File: config.mk
export PLATFORM = sky130hd
export DESIGN_NAME = mux_stream_nto1_flat
export DESIGN_NICKNAME = d
export VERILOG_FILES = /design/src/rtl/mux_stream_nto1_if.sv /design/src/rtl/mux_stream_nto1.sv /design/src/flat_wrapper.sv
export SDC_FILE = /design/constraint.sdc
export NUM_CORES = 1
export LEC_CHECK = 0
export CORE_AREA = 2 2 134 136
export DETAILED_ROUTE_END_ITERATION = 10
export DIE_AREA = 0 0 136 138
export PLACE_DENSITY = 0.65
export RECOVER_POWER = 100
export SYNTH_ARGS = -nofsm -noshare
export SYNTH_HDL_FRONTEND = slang
export SYNTH_SLANG_ARGS = --single-unit
export TNS_END_PERCENT = 1
File: constraint.sdc
create_clock -name clk -period 4.4 [get_ports clk]
set_input_delay 0.66 -clock clk [delete_from_list [all_inputs] [get_ports clk]]
set_output_delay 0.66 -clock clk [all_outputs]
set_load 0.05 [all_outputs]
File: src/rtl/mux_stream_nto1_if.sv
// mux_stream_nto1_if: select, channel handshakes and output stream of the N-to-1 mux.
// sel_err exists only when MUX_SELERR_EN is defined.
interface mux_stream_nto1_if #(
    parameter int WIDTH = 64,
    parameter int N     = 4,
    parameter int SELW  = 2
);
    logic [SELW-1:0]    sel;
    logic [N*WIDTH-1:0] in_data;
    logic [N-1:0]       in_valid;
    logic [N-1:0]       in_ready;
    logic [WIDTH-1:0]   out_data;
    logic               out_valid;
    logic               out_ready;
    logic [15:0]        xfer_cnt;
`ifdef MUX_SELERR_EN
    logic               sel_err;

    modport master (output sel, in_data, in_valid, out_ready,
                    input  in_ready, out_data, out_valid, xfer_cnt, sel_err);
    modport slave  (input  sel, in_data, in_valid, out_ready,
                    output in_ready, out_data, out_valid, xfer_cnt, sel_err);
`else
    modport master (output sel, in_data, in_valid, out_ready,
                    input  in_ready, out_data, out_valid, xfer_cnt);
    modport slave  (input  sel, in_data, in_valid, out_ready,
                    output in_ready, out_data, out_valid, xfer_cnt);
`endif
endinterface

File: src/rtl/mux_stream_nto1.sv
// mux_stream_nto1: N-to-1 stream mux with one registered output stage and transfer counter.
// MUX_SELERR_EN adds a sticky flag for valid traffic while sel addresses a missing channel.
module mux_stream_nto1 #(
    parameter int WIDTH = 64,
    parameter int N     = 4,
    parameter int SELW  = 2
) (
    input logic              clk,
    input logic              rst_n,
    mux_stream_nto1_if.slave s
);
    typedef enum logic {EMPTY, FULL} state_t;
    state_t st;
    logic space, sel_ok, take;
    assign space  = !s.out_valid || s.out_ready;
    assign sel_ok = 32'(s.sel) < N;
    // in_ready is one-hot at sel, so masking in_valid with it yields the transfer
    assign s.in_ready  = (rst_n && sel_ok && space) ? N'(1) << s.sel : '0;
    assign take        = |(s.in_valid & s.in_ready);
    assign s.out_valid = st == FULL;
    always_ff @(posedge clk or negedge rst_n) begin
        if (!rst_n) begin
            st         <= EMPTY;
            s.out_data <= '0;
            s.xfer_cnt <= '0;
        end else begin
            if (take) begin
                st         <= FULL;
                s.out_data <= s.in_data[s.sel*WIDTH +: WIDTH];
            end else if (s.out_ready) begin
                st <= EMPTY;
            end
            if (s.out_valid && s.out_ready) s.xfer_cnt <= s.xfer_cnt + 16'd1;
        end
    end
`ifdef MUX_SELERR_EN
    always_ff @(posedge clk or negedge rst_n) begin
        if (!rst_n) s.sel_err <= 1'b0;
        else if (!sel_ok && |s.in_valid) s.sel_err <= 1'b1;
    end
`endif
endmodule
File: src/flat_wrapper.sv
// flat-port wrapper written by rule: the top's interface ports become plain ports
module mux_stream_nto1_flat 
#(
    parameter int WIDTH = 64,
    parameter int N     = 4,
    parameter int SELW  = 2
)
  (clk, rst_n, s_sel, s_in_data, s_in_valid, s_out_ready, s_in_ready, s_out_data, s_out_valid, s_xfer_cnt);
  mux_stream_nto1_if #(.WIDTH(WIDTH), .N(N), .SELW(SELW)) s_i ();
  input logic clk;
  input logic rst_n;
  input wire logic [$bits(s_i.sel)-1:0] s_sel;
  input wire logic [$bits(s_i.in_data)-1:0] s_in_data;
  input wire logic [$bits(s_i.in_valid)-1:0] s_in_valid;
  input wire logic [$bits(s_i.out_ready)-1:0] s_out_ready;
  output wire logic [$bits(s_i.in_ready)-1:0] s_in_ready;
  output wire logic [$bits(s_i.out_data)-1:0] s_out_data;
  output wire logic [$bits(s_i.out_valid)-1:0] s_out_valid;
  output wire logic [$bits(s_i.xfer_cnt)-1:0] s_xfer_cnt;
  assign s_i.sel = s_sel;
  assign s_i.in_data = s_in_data;
  assign s_i.in_valid = s_in_valid;
  assign s_i.out_ready = s_out_ready;
  assign s_in_ready = s_i.in_ready;
  assign s_out_data = s_i.out_data;
  assign s_out_valid = s_i.out_valid;
  assign s_xfer_cnt = s_i.xfer_cnt;
  mux_stream_nto1 #(.WIDTH(WIDTH), .N(N), .SELW(SELW)) u_core (.clk(clk), .rst_n(rst_n), .s(s_i));
endmodule
# Yosys cells after proc, flatten, opt, wreduce, memory -nomap -nowiden
# Index checks and enable logic that the tools add are counted.
totals:
  ff_bits: 81
  input_bits: 265
  output_inout_bits: 85
  word_cells: 16
op_classes:
  add_sub_neg: 1
  shifts: 2
  muxes: 3
  bitwise: 1
  reduce_logical: 6
op_table:
  columns: ["cell", "count"]
  rows:
  - ["$shiftx 256x9->64", 1]
  - ["$add 16x1->16 const B", 1]
  - ["$and 4x4->4", 1]
  - ["$mux 4", 1]
  - ["$reduce_or 4->1", 1]
  - ["$shl 1x2->4 const A", 1]
  - ["$logic_and 1x1->1", 2]
  - ["$mux 1", 2]
  - ["$reduce_bool 2->1", 1]
  - ["$logic_not 1->1", 1]
  - ["$logic_or 1x1->1", 1]

# Depth between registers and ports, before layout
logic_depth:
  word_depth: 7
  mapped_depth: 6

# Worst setup path before layout
# Ideal clock, no wire load.
synth_timing:
  kind: "input-to-output"
  from: "input s_sel[0]"
  to: "output s_in_ready[1]"
  arrival_time_ps: 2382
  required_time_ps: 3740
  setup_slack_ps: 1358
  cell_stages: 3
  n_path_buf: 2
  path_cell_list: "buf_6 > clkbuf_1 > nor3b_1"
synth_between:
  elab_chain_cells: 2
synth_lines:
  columns: ["element", "line", "text"]
  rows:
  - ["start: declaration", "flat_wrapper.sv:12", "input wire logic [$bits(s_i.sel)-1:0] s_sel;"]
  - ["$shl 1x2->4", "mux_stream_nto1.sv:18", "assign s.in_ready = (rst_n && sel_ok && space) ? N'(1) << s.sel : '0;"]
  - ["$mux 4", "mux_stream_nto1.sv:18", null]
  - ["end: declaration", "flat_wrapper.sv:16", "output wire logic [$bits(s_i.in_ready)-1:0] s_in_ready;"]
# Every way passes these cells.

# Worst setup path after layout
layout_timing:
  from: "input s_out_ready"
  to: "output s_in_ready[2]"
layout_between:
  elab_chain_cells: 3
layout_lines:
  columns: ["element", "line", "text"]
  rows:
  - ["start: declaration", "flat_wrapper.sv:15", "input wire logic [$bits(s_i.out_ready)-1:0] s_out_ready;"]
  - ["$logic_or 1x1->1", "mux_stream_nto1.sv:15", "assign space = !s.out_valid || s.out_ready;"]
  - ["$logic_and 1x1->1", "mux_stream_nto1.sv:18", null]
  - ["$mux 4", "mux_stream_nto1.sv:18", null]
# Every way passes these cells.

==> metrics <==
first-pass GRT wire length 25100 µm; Worst setup EP type output pin; Synth async-reset ratio 1.00; Layout Area Growth over Synthesis 83.2%; Synth Flop Type dfrtp_1; # DRC 0; Final Max Tran Viols 109; die width 136 µm; final worst-path cycle share 0.756; commonest cells in the synthesized netlist 81 x dfrtp_1, 65 x mux4_2, 49 x mux2_1, 16 x mux2_2, 11 x xnor2_1; row cnt 49; HPWL after detailed placement 13400 µm; initial antenna violation count 1; Int Pwr roughly 2.0 mW; PostCTS Resize Cnt 0; Seq cells post-synth 81; synth unique cells 25; CP arrival 2.67 ns; Switching Fraction 0.411; vias 4055; top-count cell post-synth dfrtp_1; Die Y-Extent roughly 140 µm; status finished with violations; unrepaired setup endpoints after global routing false; NumNets Final 892; CP Data Required Time 3.74 ns; fraction of layout cells with a size suffix above 1 0.163; Syn Area/Cell 16.6 µm²; Routed WL 16400 µm; clk sink count 81; clock share of power 0.208; most area-consuming cells after synthesis dfrtp_1 43%, mux4_2 31%, mux2_1 12%; FF+latch area 2030 µm²; max cap viols 2; peak supply drop 0.000176 V; GR Util met2 0.324; post-layout minimum cycle time approximately 3.3 ns; Mapped Cells ~280; drt initial violations 154; CTS HTree Levels 3; Core Area 17500 µm²; met3 Usage GRT 0.0488; fillers between 1.5k and 2k; combinational share of power 0.487; hold buffer count at CTS 0; Crit Path Class in -> out; Congestion Overflow GR 0; overall power ~3.4 mW; multi-input logic area 2510 µm²; post-synth top area cell dfrtp_1; Total GRT Usage 0.177; Fin. Hold Viols 0; design area 8630 µm²; CTS tree yes; Finish-stage setup viols 0; Max clock buf depth 2; PwrDens 399 nW/µm²; TritonCTS buffer count 9; Skew-Pair Late Insertion Delay 0.34 ns; hold crit path type reg -> reg; Placed Area 8350 µm²; worst clock skew 0.00631 ns; IO Pins 350; Ys Warns 0; P_leak 3.37 nW; post-DR wirelength/cell 19.1 µm; largest net degree at the start of global routing 66; vias in the first global route around 4.6k; crit start category primary input; # Post-CTS Setup Buffers 0; cell area after synthesis ~4700 µm²; Synthesized Nets 550; number of vias per cell 4.71; most used routing layer met2; worst-path fanout max 4; Clock transition at path regs 0.06 ns; Initial DRT Pass Iterations 4; I/O Buffers 349; M1 GR Usage 0.189; Root Driver clkbuf_16; sequential power share 0.305; register area share after synthesis 0.430; Setup TNS 0 ns; Starting Density 0.269; die area about 19000 µm²; Slew headroom -0.492; NetSw between 1 and 1.5 mW; Max Clk Rate 301 MHz; Synth top area share 0.430; ANT nets after route 0; worst-margin pin slew 2.24 ns; number of flops mapped to enable cells by yosys 0; gp weighted congestion about 0.83; violated checks capacitance limit, slew limit
[per-stage QoR]
stage / hold WS [ns] / setup slack [ns] / cells / util
final: 0.481 / 1.07 / 861 / 0.492
after global routing: 0.502 / 0.940 / 861 / 0.492
after CTS: 0.444 / 1.19 / 860 / 0.493
after detailed placement: 0.480 / 1.20 / 844 / 0.476
after global placement: 0.470 / 1.21 / 844 / 0.476
after floorplan: 0.364 / 1.36 / 284 / -
[power by group through the flow]
| stage | combinational [mW] | clock, mW | sequential (mW) |
|---|---|---|---|
| 2_1_floorplan | 0.326 | 0 | 1.75 |
| 3_3_place_gp | 1.75 | 0 | 1.06 |
| 3_5_place_dp | 1.77 | 0 | 1.07 |
| 4_1_cts | 1.78 | 0.740 | 1.06 |
| 5_1_grt | 1.75 | 0.775 | 1.08 |
| 6_report | 1.68 | 0.716 | 1.05 |
[metal layers]
layer,up-vias,routed length (µm)
met5,-,0
met4,0,540
met3,29,1270
met2,201,8840
met1,2006,5790
li1,1819,-
[worst paths after layout]
kind	endpoint	from	slack (ns)	cells past startpoint
max in group asynchronous	u_core.s.out_data[2]	rst_n	1.62	3
min in group asynchronous	u_core.s.xfer_cnt[5]	rst_n	1.22	2
worst max-delay path	s_in_ready[2]	s_out_ready	1.07	6
worst max register to register	u_core.s.out_data[48]	u_core.s.out_valid	1.90	4
worst min-delay path	u_core.s.out_data[18]	u_core.s.out_data[18]	0.48	1
worst min register to register	u_core.s.out_data[18]	u_core.s.out_data[18]	0.48	1
[final cells by class]
| cell class | instances | area share |
|---|---|---|
| clock buffers | 13 | 0.0302 |
| inverters | 1 | 0.000435 |
| repair buffers | 354 | 0.407 |
| flip-flops and latches | 81 | 0.235 |
| diodes | 1 | 0.000290 |
| clock inverters | 3 | 0.00276 |
| multi-input cells | 179 | 0.291 |
| well taps | 229 | 0.0332 |
[sequential cells by signal, indices dropped and copies added, names as in the netlist]
register,flops
u_core.s.out_data,64
u_core.s.out_valid,1
u_core.s.xfer_cnt,16
[cells in the final DEF, fill, tap and decap left out, types with 2 or more instances in the layout]
cell type	instances
clkbuf_8	2
and2_0	2
mux2_2	16
buf_4	5
nand3_1	4
dfrtp_1	81
mux4_2	65
clkdlybuf4s50_1	260
xor2_1	4
clkinvlp_4	2
nor4_1	2
nand4_1	5
xnor2_1	11
dlygate4sd3_1	86
nor2_1	4
clkbuf_1	4
mux2_1	49
clkbuf_16	9
nand2_1	9
[worst max-delay path, cell delays in order]
cell and delay (ns):
dlygate4sd3_1 0.58, nand2b_1 0.18, and2_0 0.21, nand2_1 0.07, nor2_1 0.08, dlygate4sd3_1 0.88
[kinds of logic (layout without fill, tap and decap cells)]
kind of cell,after synthesis,after routing,share of synthesized area
mux,130,130,0.466
flops,81,81,0.430
simple gates,33,33,0.0359
buf+inv,24,371,0.0372
xor+xnor,15,15,0.0279
fa+ha+maj,1,1,0.00266
other cells,0,1,0
(Power assumes the default switching activity.)
